`config.mk`:
```
export PLATFORM = sky130hd
export DESIGN_NAME = sram_controller_flat
export DESIGN_NICKNAME = d
export VERILOG_FILES = /design/src/rtl/sram_controller_pkg.sv /design/src/rtl/sram_controller_if.sv /design/src/rtl/sram_controller.sv /design/src/flat_wrapper.sv
export SDC_FILE = /design/constraint.sdc
export NUM_CORES = 1
export LEC_CHECK = 0
export BUFFER_PORTS_ARGS = -buffer_cell sky130_fd_sc_hd__buf_2
export CAP_MARGIN = 20
export CORE_AREA = 2 2 103 105
export CTS_BUF_LIST = sky130_fd_sc_hd__clkbuf_4 sky130_fd_sc_hd__clkbuf_8
export DETAILED_ROUTE_END_ITERATION = 12
export DIE_AREA = 0 0 105 107
export GPL_TIMING_DRIVEN = 0
export PLACE_DENSITY_LB_ADDON = 0.3
export SYNTH_ARGS = -nofsm -noshare
export SYNTH_HDL_FRONTEND = slang
export SYNTH_SLANG_ARGS = --single-unit
```
`constraint.sdc`:
```
create_clock -name clk -period 3.3 [get_ports clk]
set_input_delay 0.66 -clock clk [delete_from_list [all_inputs] [get_ports clk]]
set_output_delay 0.66 -clock clk [all_outputs]
set_load 0.01 [all_outputs]
```
`src/rtl/sram_controller_pkg.sv`:
```
// Shared types and constants for the SRAM-backed data memory controller.
package sram_controller_pkg;

  localparam int WORD_LEN          = 32;
  localparam int SRAM_ADDR_LEN     = 18;
  localparam int SRAM_DATA_LEN     = 16;
  localparam int DEF_BASE_ADDR     = 1024;
  localparam int DEF_ACCESS_CYCLES = 2;

  // Access sequence: each 32-bit word is split into a LO then a HI half access.
  typedef enum logic [1:0] {
    S_IDLE = 2'd0,
    S_LO   = 2'd1,
    S_HI   = 2'd2,
    S_DONE = 2'd3
  } state_t;

  // Byte address -> SRAM half-word address. Offsets outside the SRAM simply
  // wrap in the 17-bit word index; there is no range error.
  function automatic logic [SRAM_ADDR_LEN-1:0] half_addr(
    input logic [WORD_LEN-1:0] address,
    input logic [WORD_LEN-1:0] base,
    input logic                hi
  );
    logic [WORD_LEN-1:0] w_off;
    w_off = address - base;
    return {w_off[18:2], hi};
  endfunction

endpackage

```
`src/rtl/sram_controller_if.sv`:
```
// Bundle of the pipeline request bus and the external SRAM pins.
//
// Handshake: rd_en/wr_en are level requests held by the frozen pipeline.
// ready=1 means "no request, or the current access has finished this cycle";
// ready=0 means the pipeline must freeze. A request is accepted only while the
// controller is idle, and an accepted access always runs to completion.
interface sram_controller_if;
  import sram_controller_pkg::*;

  logic                     rd_en;
  logic                     wr_en;
  logic [WORD_LEN-1:0]      address;
  logic [WORD_LEN-1:0]      write_data;
  logic [WORD_LEN-1:0]      read_data;
  logic                     ready;

  logic [SRAM_ADDR_LEN-1:0] sram_addr;
  logic [SRAM_DATA_LEN-1:0] sram_dq_in;
  logic [SRAM_DATA_LEN-1:0] sram_dq_out;
  logic                     sram_dq_oe;
  logic                     sram_we_n;
  logic                     sram_oe_n;
  logic                     sram_ce_n;
  logic                     sram_ub_n;
  logic                     sram_lb_n;

  // Pipeline / SRAM side (requester and memory device).
  modport master (
    output rd_en, wr_en, address, write_data, sram_dq_in,
    input  read_data, ready, sram_addr, sram_dq_out, sram_dq_oe,
           sram_we_n, sram_oe_n, sram_ce_n, sram_ub_n, sram_lb_n
  );

  // Controller side.
  modport slave (
    input  rd_en, wr_en, address, write_data, sram_dq_in,
    output read_data, ready, sram_addr, sram_dq_out, sram_dq_oe,
           sram_we_n, sram_oe_n, sram_ce_n, sram_ub_n, sram_lb_n
  );

endinterface

```
`src/rtl/sram_controller.sv`:
```
// Word load/store responder for the MEM stage: each 32-bit access becomes two
// 16-bit accesses (LO then HI) on an asynchronous SRAM. All SRAM pins are
// registered; ready is combinational so a new request freezes the pipeline
// in the cycle it appears.
module sram_controller
  import sram_controller_pkg::*;
#(
  parameter int BASE_ADDR     = DEF_BASE_ADDR,
  parameter int ACCESS_CYCLES = DEF_ACCESS_CYCLES
) (
  input  logic   clk,
  input  logic   rst,
  sram_controller_if.slave bus,
  output state_t o_dbg_state
);

  localparam int CW = (ACCESS_CYCLES > 1) ? $clog2(ACCESS_CYCLES) : 1;
  localparam logic [CW-1:0]       LAST_CNT = CW'(ACCESS_CYCLES - 1);
  localparam logic [WORD_LEN-1:0] BASE     = WORD_LEN'(BASE_ADDR);

  state_t                   r_state;
  logic [CW-1:0]            r_cnt;
  logic                     r_is_write;
  logic [WORD_LEN-1:0]      r_address;
  logic [WORD_LEN-1:0]      r_wdata;
  logic [SRAM_DATA_LEN-1:0] r_lo_buf;
  logic [WORD_LEN-1:0]      r_read_data;
  logic [SRAM_ADDR_LEN-1:0] r_sram_addr;
  logic [SRAM_DATA_LEN-1:0] r_dq_out;
  logic                     r_dq_oe;
  logic                     r_we_n;
  logic                     r_oe_n;

  logic                     w_req;
  logic [CW-1:0]            w_cnt_next;

  // The write strobe is dropped one cycle before the half access ends so that
  // address and data are held past the rising edge of we_n. With a single
  // cycle per half there is no room for that, so we_n stays low throughout.
  function automatic logic we_active(input logic [CW-1:0] c);
    return (ACCESS_CYCLES == 1) || (c != LAST_CNT);
  endfunction

  assign w_req      = bus.rd_en | bus.wr_en;
  assign w_cnt_next = r_cnt + 1'b1;

  // Sequence the LO/HI half accesses and drive the registered SRAM pins.
  always_ff @(posedge clk) begin
    if (rst) begin
      r_state     <= S_IDLE;
      r_cnt       <= '0;
      r_is_write  <= 1'b0;
      r_address   <= '0;
      r_wdata     <= '0;
      r_lo_buf    <= '0;
      r_read_data <= '0;
      r_sram_addr <= '0;
      r_dq_out    <= '0;
      r_dq_oe     <= 1'b0;
      r_we_n      <= 1'b1;
      r_oe_n      <= 1'b1;
    end else begin
      case (r_state)
        S_IDLE: begin
          if (w_req) begin
            r_is_write  <= bus.wr_en;
            r_address   <= bus.address;
            r_wdata     <= bus.write_data;
            r_cnt       <= '0;
            r_state     <= S_LO;
            r_sram_addr <= half_addr(bus.address, BASE, 1'b0);
            if (bus.wr_en) begin
              r_dq_out <= bus.write_data[15:0];
              r_dq_oe  <= 1'b1;
              r_we_n   <= ~we_active('0);
              r_oe_n   <= 1'b1;
            end else begin
              r_dq_oe  <= 1'b0;
              r_we_n   <= 1'b1;
              r_oe_n   <= 1'b0;
            end
          end
        end
        S_LO: begin
          if (r_cnt == LAST_CNT) begin
            if (!r_is_write) r_lo_buf <= bus.sram_dq_in;
            r_cnt       <= '0;
            r_state     <= S_HI;
            r_sram_addr <= half_addr(r_address, BASE, 1'b1);
            if (r_is_write) begin
              r_dq_out <= r_wdata[31:16];
              r_we_n   <= ~we_active('0);
            end
          end else begin
            r_cnt <= w_cnt_next;
            if (r_is_write) r_we_n <= ~we_active(w_cnt_next);
          end
        end
        S_HI: begin
          if (r_cnt == LAST_CNT) begin
            if (!r_is_write) r_read_data <= {bus.sram_dq_in, r_lo_buf};
            r_cnt   <= '0;
            r_state <= S_DONE;
            r_dq_oe <= 1'b0;
            r_we_n  <= 1'b1;
            r_oe_n  <= 1'b1;
          end else begin
            r_cnt <= w_cnt_next;
            if (r_is_write) r_we_n <= ~we_active(w_cnt_next);
          end
        end
        S_DONE: begin
          r_state <= S_IDLE;
        end
        default: r_state <= S_IDLE;
      endcase
    end
  end

  assign bus.ready       = ~w_req | (r_state == S_DONE);
  assign bus.read_data   = r_read_data;
  assign bus.sram_addr   = r_sram_addr;
  assign bus.sram_dq_out = r_dq_out;
  assign bus.sram_dq_oe  = r_dq_oe;
  assign bus.sram_we_n   = r_we_n;
  assign bus.sram_oe_n   = r_oe_n;
  assign bus.sram_ce_n   = 1'b0;
  assign bus.sram_ub_n   = 1'b0;
  assign bus.sram_lb_n   = 1'b0;
  assign o_dbg_state     = r_state;

endmodule

```
`src/flat_wrapper.sv`:
```
// flat-port wrapper written by rule: the top's interface ports become plain ports
module sram_controller_flat import sram_controller_pkg::*;
#(
  parameter int BASE_ADDR     = DEF_BASE_ADDR,
  parameter int ACCESS_CYCLES = DEF_ACCESS_CYCLES
)
  (clk, rst, o_dbg_state, bus_rd_en, bus_wr_en, bus_address, bus_write_data, bus_sram_dq_in, bus_read_data, bus_ready, bus_sram_addr, bus_sram_dq_out, bus_sram_dq_oe, bus_sram_we_n, bus_sram_oe_n, bus_sram_ce_n, bus_sram_ub_n, bus_sram_lb_n);
  sram_controller_if bus_i ();
  input  logic clk;
  input  logic rst;
  output state_t o_dbg_state;
  input wire logic [$bits(bus_i.rd_en)-1:0] bus_rd_en;
  input wire logic [$bits(bus_i.wr_en)-1:0] bus_wr_en;
  input wire logic [$bits(bus_i.address)-1:0] bus_address;
  input wire logic [$bits(bus_i.write_data)-1:0] bus_write_data;
  input wire logic [$bits(bus_i.sram_dq_in)-1:0] bus_sram_dq_in;
  output wire logic [$bits(bus_i.read_data)-1:0] bus_read_data;
  output wire logic [$bits(bus_i.ready)-1:0] bus_ready;
  output wire logic [$bits(bus_i.sram_addr)-1:0] bus_sram_addr;
  output wire logic [$bits(bus_i.sram_dq_out)-1:0] bus_sram_dq_out;
  output wire logic [$bits(bus_i.sram_dq_oe)-1:0] bus_sram_dq_oe;
  output wire logic [$bits(bus_i.sram_we_n)-1:0] bus_sram_we_n;
  output wire logic [$bits(bus_i.sram_oe_n)-1:0] bus_sram_oe_n;
  output wire logic [$bits(bus_i.sram_ce_n)-1:0] bus_sram_ce_n;
  output wire logic [$bits(bus_i.sram_ub_n)-1:0] bus_sram_ub_n;
  output wire logic [$bits(bus_i.sram_lb_n)-1:0] bus_sram_lb_n;
  assign bus_i.rd_en = bus_rd_en;
  assign bus_i.wr_en = bus_wr_en;
  assign bus_i.address = bus_address;
  assign bus_i.write_data = bus_write_data;
  assign bus_i.sram_dq_in = bus_sram_dq_in;
  assign bus_read_data = bus_i.read_data;
  assign bus_ready = bus_i.ready;
  assign bus_sram_addr = bus_i.sram_addr;
  assign bus_sram_dq_out = bus_i.sram_dq_out;
  assign bus_sram_dq_oe = bus_i.sram_dq_oe;
  assign bus_sram_we_n = bus_i.sram_we_n;
  assign bus_sram_oe_n = bus_i.sram_oe_n;
  assign bus_sram_ce_n = bus_i.sram_ce_n;
  assign bus_sram_ub_n = bus_i.sram_ub_n;
  assign bus_sram_lb_n = bus_i.sram_lb_n;
  sram_controller #(.BASE_ADDR(BASE_ADDR), .ACCESS_CYCLES(ACCESS_CYCLES)) u_core (.clk(clk), .rst(rst), .bus(bus_i), .o_dbg_state(o_dbg_state));
endmodule
```
==> results of run 1 <==
## worst paths after layout
check | from | endpoint | slack, ns | cells past startpoint
max | u_core.o_dbg_state[1]$_SDFFE_PP0P_ | u_core.bus.sram_addr[17]$_SDFFE_PP0P_ | 0.21 | 11
min | u_core.bus.sram_addr[11]$_SDFFE_PP0P_ | u_core.bus.sram_addr[11]$_SDFFE_PP0P_ | 0.45 | 2
max reg2reg | u_core.o_dbg_state[1]$_SDFFE_PP0P_ | u_core.bus.sram_addr[17]$_SDFFE_PP0P_ | 0.21 | 11
min reg2reg | u_core.bus.sram_addr[11]$_SDFFE_PP0P_ | u_core.bus.sram_addr[11]$_SDFFE_PP0P_ | 0.45 | 2
## cell usage after synthesis, types with 2 or more instances
library cell  instances
nor4b_2               2
o21ai_0               5
buf_2                15
ha_1                  6
nand3b_1              2
nor2b_1               3
xnor2_1               2
nand3_1               6
nor2_1               35
dfxtp_1             122
and2_1                2
o21bai_1              2
o21a_1                2
inv_1                 4
clkbuf_1             27
a21oi_1              88
nand2_1             176
buf_4                 4
nor4_1                4
a211oi_1             28
nor3_1                2
mux2i_1              36
## worst max-delay path, delay by kind of cell (launching register included)
kind / cells / cell delay (ns)
AOI/OAI and AO/OA: 3 / 0.51
adders and majority gates: 2 / 0.55
buffers and inverters: 4 / 0.79
DFF: 1 / 0.37
muxes: 1 / 0.28
and+or+nand+nor: 1 / 0.46
## where the power goes
part	internal [mW]	switching [mW]	total (mW)
combinational	0.830	1.28	2.11
clock	0.744	0.597	1.34
sequential	1.81	0.207	2.01
total	3.38	2.09	5.47
## per-layer routing
layer | vias up | wire (µm) | track usage, %
li1 | 2338 | - | -
met3 | 12 | 938 | 6.57
met4 | 0 | 127 | 7.62
met5 | - | 0 | 0
met1 | 2168 | 5870 | 29.6
met2 | 183 | 6540 | 41.9
## sequential cells by signal, summed over array words and instances (netlist names)
signal / cells
u_core.o_dbg_state: 2
u_core.bus.sram_addr: 18
u_core.bus.sram_oe_n: 1
u_core.r_is_write: 1
u_core.bus.sram_dq_oe: 1
u_core.r_cnt: 1
u_core.bus.read_data: 32
u_core.r_wdata: 16
u_core.r_address: 17
u_core.bus.sram_we_n: 1
u_core.bus.sram_dq_out: 16
u_core.r_lo_buf: 16
## repair_timing
action / CTS / global route
buffers inserted: 0 / 0
gates resized for setup: 0 / 3
hold buffers: 0 / 0
setup endpoints to repair: 0 / 2
## logic make-up (layout without fill, tap and decap cells)
family                   Yosys count  after routing  synth area share [%]
other                              1              3                0.0756
flip-flops                       122            122                  49.2
multiplexers                      37             37                  7.49
XOR/XNOR                           2              2                 0.353
adder cells (fa/ha/maj)            6              6                  1.51
buffers and inverters             52            220                  4.77
AND/OR/NAND/NOR                  240            240                  20.2
AO/OA/AOI/OAI                    138            138                  16.3
## per-stage QoR
step / power, mW / worst slack (ns)
after global placement: 4.06 / 0.361
after CTS: 5.48 / 0.195
final: 5.47 / 0.211
after floorplan: 3.46 / 0.655
after global routing: 5.83 / 0.0133
after detailed placement: 4.14 / 0.241
## area by class of cell
cell class	count	area (µm²)	share of cell area, %
Clock buffer	18	241	3.87
Sequential cell	122	2440	39.1
Timing Repair Buffer	138	691	11.1
Buffer	48	224	3.59
Inverter	4	15.0	0.241
Tap cell	136	170	2.73
Multi-Input combinational cell	426	2300	36.9
Clock inverter	12	153	2.45
==> impl_metrics.toml, run 1 <==
[timing]
worst_pin_slew_ns = 0.587
skew_ns = 0.0179
rsz0062_at_grt = "false"
fin_setup_tns_ns = 0
setup_violations = 0
final_max_slew_viol_count = 0
period_share_pct = 93.6
timing.final.hold_violations = 0
slew_headroom_pct = 60.6
fin_crit_ns = 3.09
hold_slack_ns = 0.452
clock.fmax_mhz = 324

[synth]
yosysUniqueCellTypes = 47
synth_top_area_share_pct = 49.2
synth_edf_count = 0
synth_cells = 598
yosys-top-cells-area = "dfxtp_1 (49%), nand2_1 (13%), a21oi_1 (8.9%)"
syn_area_per_cell_um2 = 8.30
synth_warnings = 0
synth-seq-cells = 122
async_flop_share_pct = 0
synth-seq-area-share_pct = 49.2
synth_area_leader_cell = "dfxtp_1"
ys.flop_type = "dfxtp_1"
synth_area_um2 = 4960

[grt]
grt-ovfl-total = 0
antenna_found_initial = 0
grt_pass1_wl_um = 22000
grt_usage_pct = 24.3
grt_max_degree = 17
grt_pass1_vias = 4667

[worst_setup_path]
cp_common_cell = "ha_1"
worstSetupStartpointType = "flop"
critPathRequiredTime_ns = 3.59
critical_path_class = "flop to flop"
endpoint_kind = "flop"
path_cells = "inv_1 -> ha_1 -> buf_6 -> buf_2 -> buf_4 -> mux2i_1 -> ha_1 -> nor4bb_2 -> o22ai_1 -> o21ai_0 -> o311ai_1"
arrival_ns = 3.38
critPathMaxFanout = 10
max_stage_delay_ns = 0.46
critical_path.slowest_cell = "nor4bb_2"

[outcome]
status = "finished, final reports clean"

[die]
die_width_um = 105
die_h_um = 107
num_rows = 37
io_pins = 159
die_area_um2 = 11200
start_util_pct = 49.2
coreArea_um2 = 10100

[routing]
drc = 0
drt-initial-drc-count = 183
drt-pass1-iter-count = 5
drt.antenna.violating_nets = 0
drt-total-wl_um = 13500
via_per_inst = 5.20
wl_per_cell_um = 14.9
num_vias = 4701

[placed_design]
dp_cells = 874
placed_area_um2 = 5830
hpwl_um = 10000
numPortBuffers = 138
place_congestion = 0.875

[pwr]
irDropWorstVdd_uv = 452
p_leak_nw = 2.62
p_per_area_nw_per_um2 = 876

[clocking]
clk_root_buffer_cell = "clkbuf_8"
clk_latency_ns = 0.42
cts_tree = "done"
clockBufferDepth = 2
cts_sinks = 122
cts_max_level = 4
path_clk_slew_ns = 0.07
numCtsBuffers = 17

[worst_hold_path]
hp-class = "flop to flop"

[run]
cap_viol_max_count = 0

[cells_and_area]
antennaDiodeCount = 0
fin_nets = 847
drive_above_1_share_pct = 25.5
design_area_um2 = 6240
final_common_cell = "nand2_1"
syn_to_final_growth_pct = 25.8
fin_util_pct = 61.8
final_cell_mix = "nand2_1 (176), buf_2 (152), dfxtp_1 (122)"
fillerInstances = 927
instances_no_fill = 904
No activity file was read; power rests on OpenSTA's default activity.
==> run 2: changes to the inputs <==
--- a/config.mk
+++ b/config.mk
@@ -7,12 +7,13 @@
 export LEC_CHECK = 0
 export BUFFER_PORTS_ARGS = -buffer_cell sky130_fd_sc_hd__buf_2
 export CAP_MARGIN = 20
-export CORE_AREA = 2 2 103 105
+export CORE_AREA = 2 2 132 134
 export CTS_BUF_LIST = sky130_fd_sc_hd__clkbuf_4 sky130_fd_sc_hd__clkbuf_8
 export DETAILED_ROUTE_END_ITERATION = 12
-export DIE_AREA = 0 0 105 107
+export DIE_AREA = 0 0 134 136
 export GPL_TIMING_DRIVEN = 0
 export PLACE_DENSITY_LB_ADDON = 0.3
+export RECOVER_POWER = 50
 export SYNTH_ARGS = -nofsm -noshare
 export SYNTH_HDL_FRONTEND = slang
 export SYNTH_SLANG_ARGS = --single-unit
==> impl_metrics.toml, run 2 (synthesized netlist as in run 1, its figures left out) <==
[outcome]
status = "finished, final reports clean"

[worst_hold_path]
hp-class = "primary input to flop"
whs_path_depth = 3
hp-start = "bus_write_data[22]"
min_delay_worst_endpoint = "u_core.r_wdata[22]$_SDFFE_PP0P_"

[timing]
rsz0062_at_grt = "false"
fin_crit_ns = 3.00
final_max_slew_viol_count = 0
timing.final.hold_violations = 0
fin_setup_tns_ns = 0
clock.fmax_mhz = 333
slew_headroom_pct = 23.6
period_share_pct = 91.0
worst_pin_slew_ns = 1.13
setup_violations = 0
skew_ns = 0.0116

[clocking]
cts_sinks = 122
cts_tree = "done"
cts_setup_buffers = 0
path_clk_slew_ns = 0.08
clk_latency_ns = 0.45
cts_max_level = 4
clockBufferDepth = 2
clk_root_buffer_cell = "clkbuf_8"
numCtsBuffers = 17

[grt]
grt_max_degree = 17
grt_usage_pct = 16.4
grt_pass1_vias = 4397
grt_pass1_wl_um = 23000
grt-ovfl-total = 0
antenna_found_initial = 0

[worst_setup_path]
critical_path_class = "flop to flop"
endpoint_kind = "flop"
worstSetupStartpointType = "flop"
rrSetupSlack_ns = 0.30
rr_worst_depth = 11
r2r-end = "u_core.bus.sram_addr[17]$_SDFFE_PP0P_"
arrival_ns = 3.32
critPathRequiredTime_ns = 3.61
r2r_start = "u_core.o_dbg_state[1]$_SDFFE_PP0P_"
critPathMaxFanout = 10

[routing]
num_vias = 4561
wl_per_cell_um = 14.7
drc = 0
drt-initial-drc-count = 200
drt-pass1-iter-count = 4
drt-total-wl_um = 14600
via_per_inst = 4.58
drt.antenna.violating_nets = 0

[cells_and_area]
drive_above_1_share_pct = 16.1
antennaDiodeCount = 0
fin_util_pct = 36.9
fillerInstances = 1849
final_cell_mix = "nand2_1 (176), dfxtp_1 (122), clkbuf_1 (101)"
final_common_cell = "nand2_1"
syn_to_final_growth_pct = 25.6
largest_reg_flops = 32
fin_nets = 847
instances_no_fill = 995
design_area_um2 = 6230

[die]
io_pins = 159
num_rows = 48
coreArea_um2 = 16900
die_width_um = 134
die_area_um2 = 18200
start_util_pct = 29.4
die_h_um = 136

[pwr]
irDropWorstVdd_uv = 382
p_leak_nw = 2.31
finalPower_mw = 5.29
p_per_area_nw_per_um2 = 849

[placed_design]
hpwl_um = 10700
dp_cells = 963
placed_area_um2 = 5940
place_congestion = 0.815
numPortBuffers = 138

[run]
cap_viol_max_count = 0
==> run 2: final cells by class <==
class | count | area [µm²] | area share (%)
Clock buffer | 19 | 262 | 4.20
Buffer | 48 | 220 | 3.53
Multi-Input combinational cell | 426 | 2310 | 37.1
Tap cell | 225 | 282 | 4.52
Sequential cell | 122 | 2440 | 39.2
Inverter | 4 | 15.0 | 0.241
Timing Repair Buffer | 138 | 599 | 9.62
Clock inverter | 13 | 98.8 | 1.59
==> run 2: timing repair <==
item	CTS	global route
hold buffers	0	0
setup endpoints to repair	0	3
gates resized for setup	0	3
==> run 2: how the worst max path moves through the flow <==
stage / start / to / slack [ns] / depth (start not counted)
global route: u_core.o_dbg_state[1]$_SDFFE_PP0P_ / u_core.bus.sram_addr[17]$_SDFFE_PP0P_ / 0.03 / 11
CTS: u_core.o_dbg_state[1]$_SDFFE_PP0P_ / u_core.bus.sram_addr[17]$_SDFFE_PP0P_ / 0.08 / 11
detailed placement: u_core.o_dbg_state[1]$_SDFFE_PP0P_ / u_core.bus.sram_addr[17]$_SDFFE_PP0P_ / 0.13 / 11
floorplan: u_core.o_dbg_state[0]$_SDFFE_PP0P_ / u_core.bus.sram_addr[17]$_SDFFE_PP0P_ / 0.66 / 10
finish: u_core.o_dbg_state[1]$_SDFFE_PP0P_ / u_core.bus.sram_addr[17]$_SDFFE_PP0P_ / 0.30 / 11
global placement: u_core.o_dbg_state[1]$_SDFFE_PP0P_ / u_core.bus.sram_addr[17]$_SDFFE_PP0P_ / 0.08 / 11
==> run 2: per-stage QoR <==
stage	worst slack (ns)	hold slack [ns]
detailed placement	0.126	0.445
CTS	0.0796	0.412
global placement	0.0762	0.440
finish	0.296	0.446
global route	0.0283	0.428
floorplan	0.655	0.432
==> run 2: power by group <==
part / internal [mW] / total, mW / switching (mW)
clock: 0.559 / 1.20 / 0.638
sequential: 1.81 / 2.02 / 0.213
combinational: 0.772 / 2.08 / 1.30
==> run 2: metal layers <==
metal | global-route usage (%) | routed length, µm | up-vias
met2 | 26.4 | 6620 | 130
met3 | 5.48 | 1090 | 11
met5 | 0 | 0 | -
li1 | - | - | 2337
met4 | 5.56 | 153 | 0
met1 | 20.7 | 6770 | 2083
==> run 2: critical path: stages (launching register included) <==
cell and delay (ns):
dfxtp_1 0.39, inv_1 0.10, ha_1 0.23, buf_6 0.17, buf_2 0.27, buf_2 0.37, mux2i_1 0.23, ha_1 0.28
nor4bb_4 0.38, o22ai_1 0.17, o21ai_0 0.18, o311ai_1 0.11
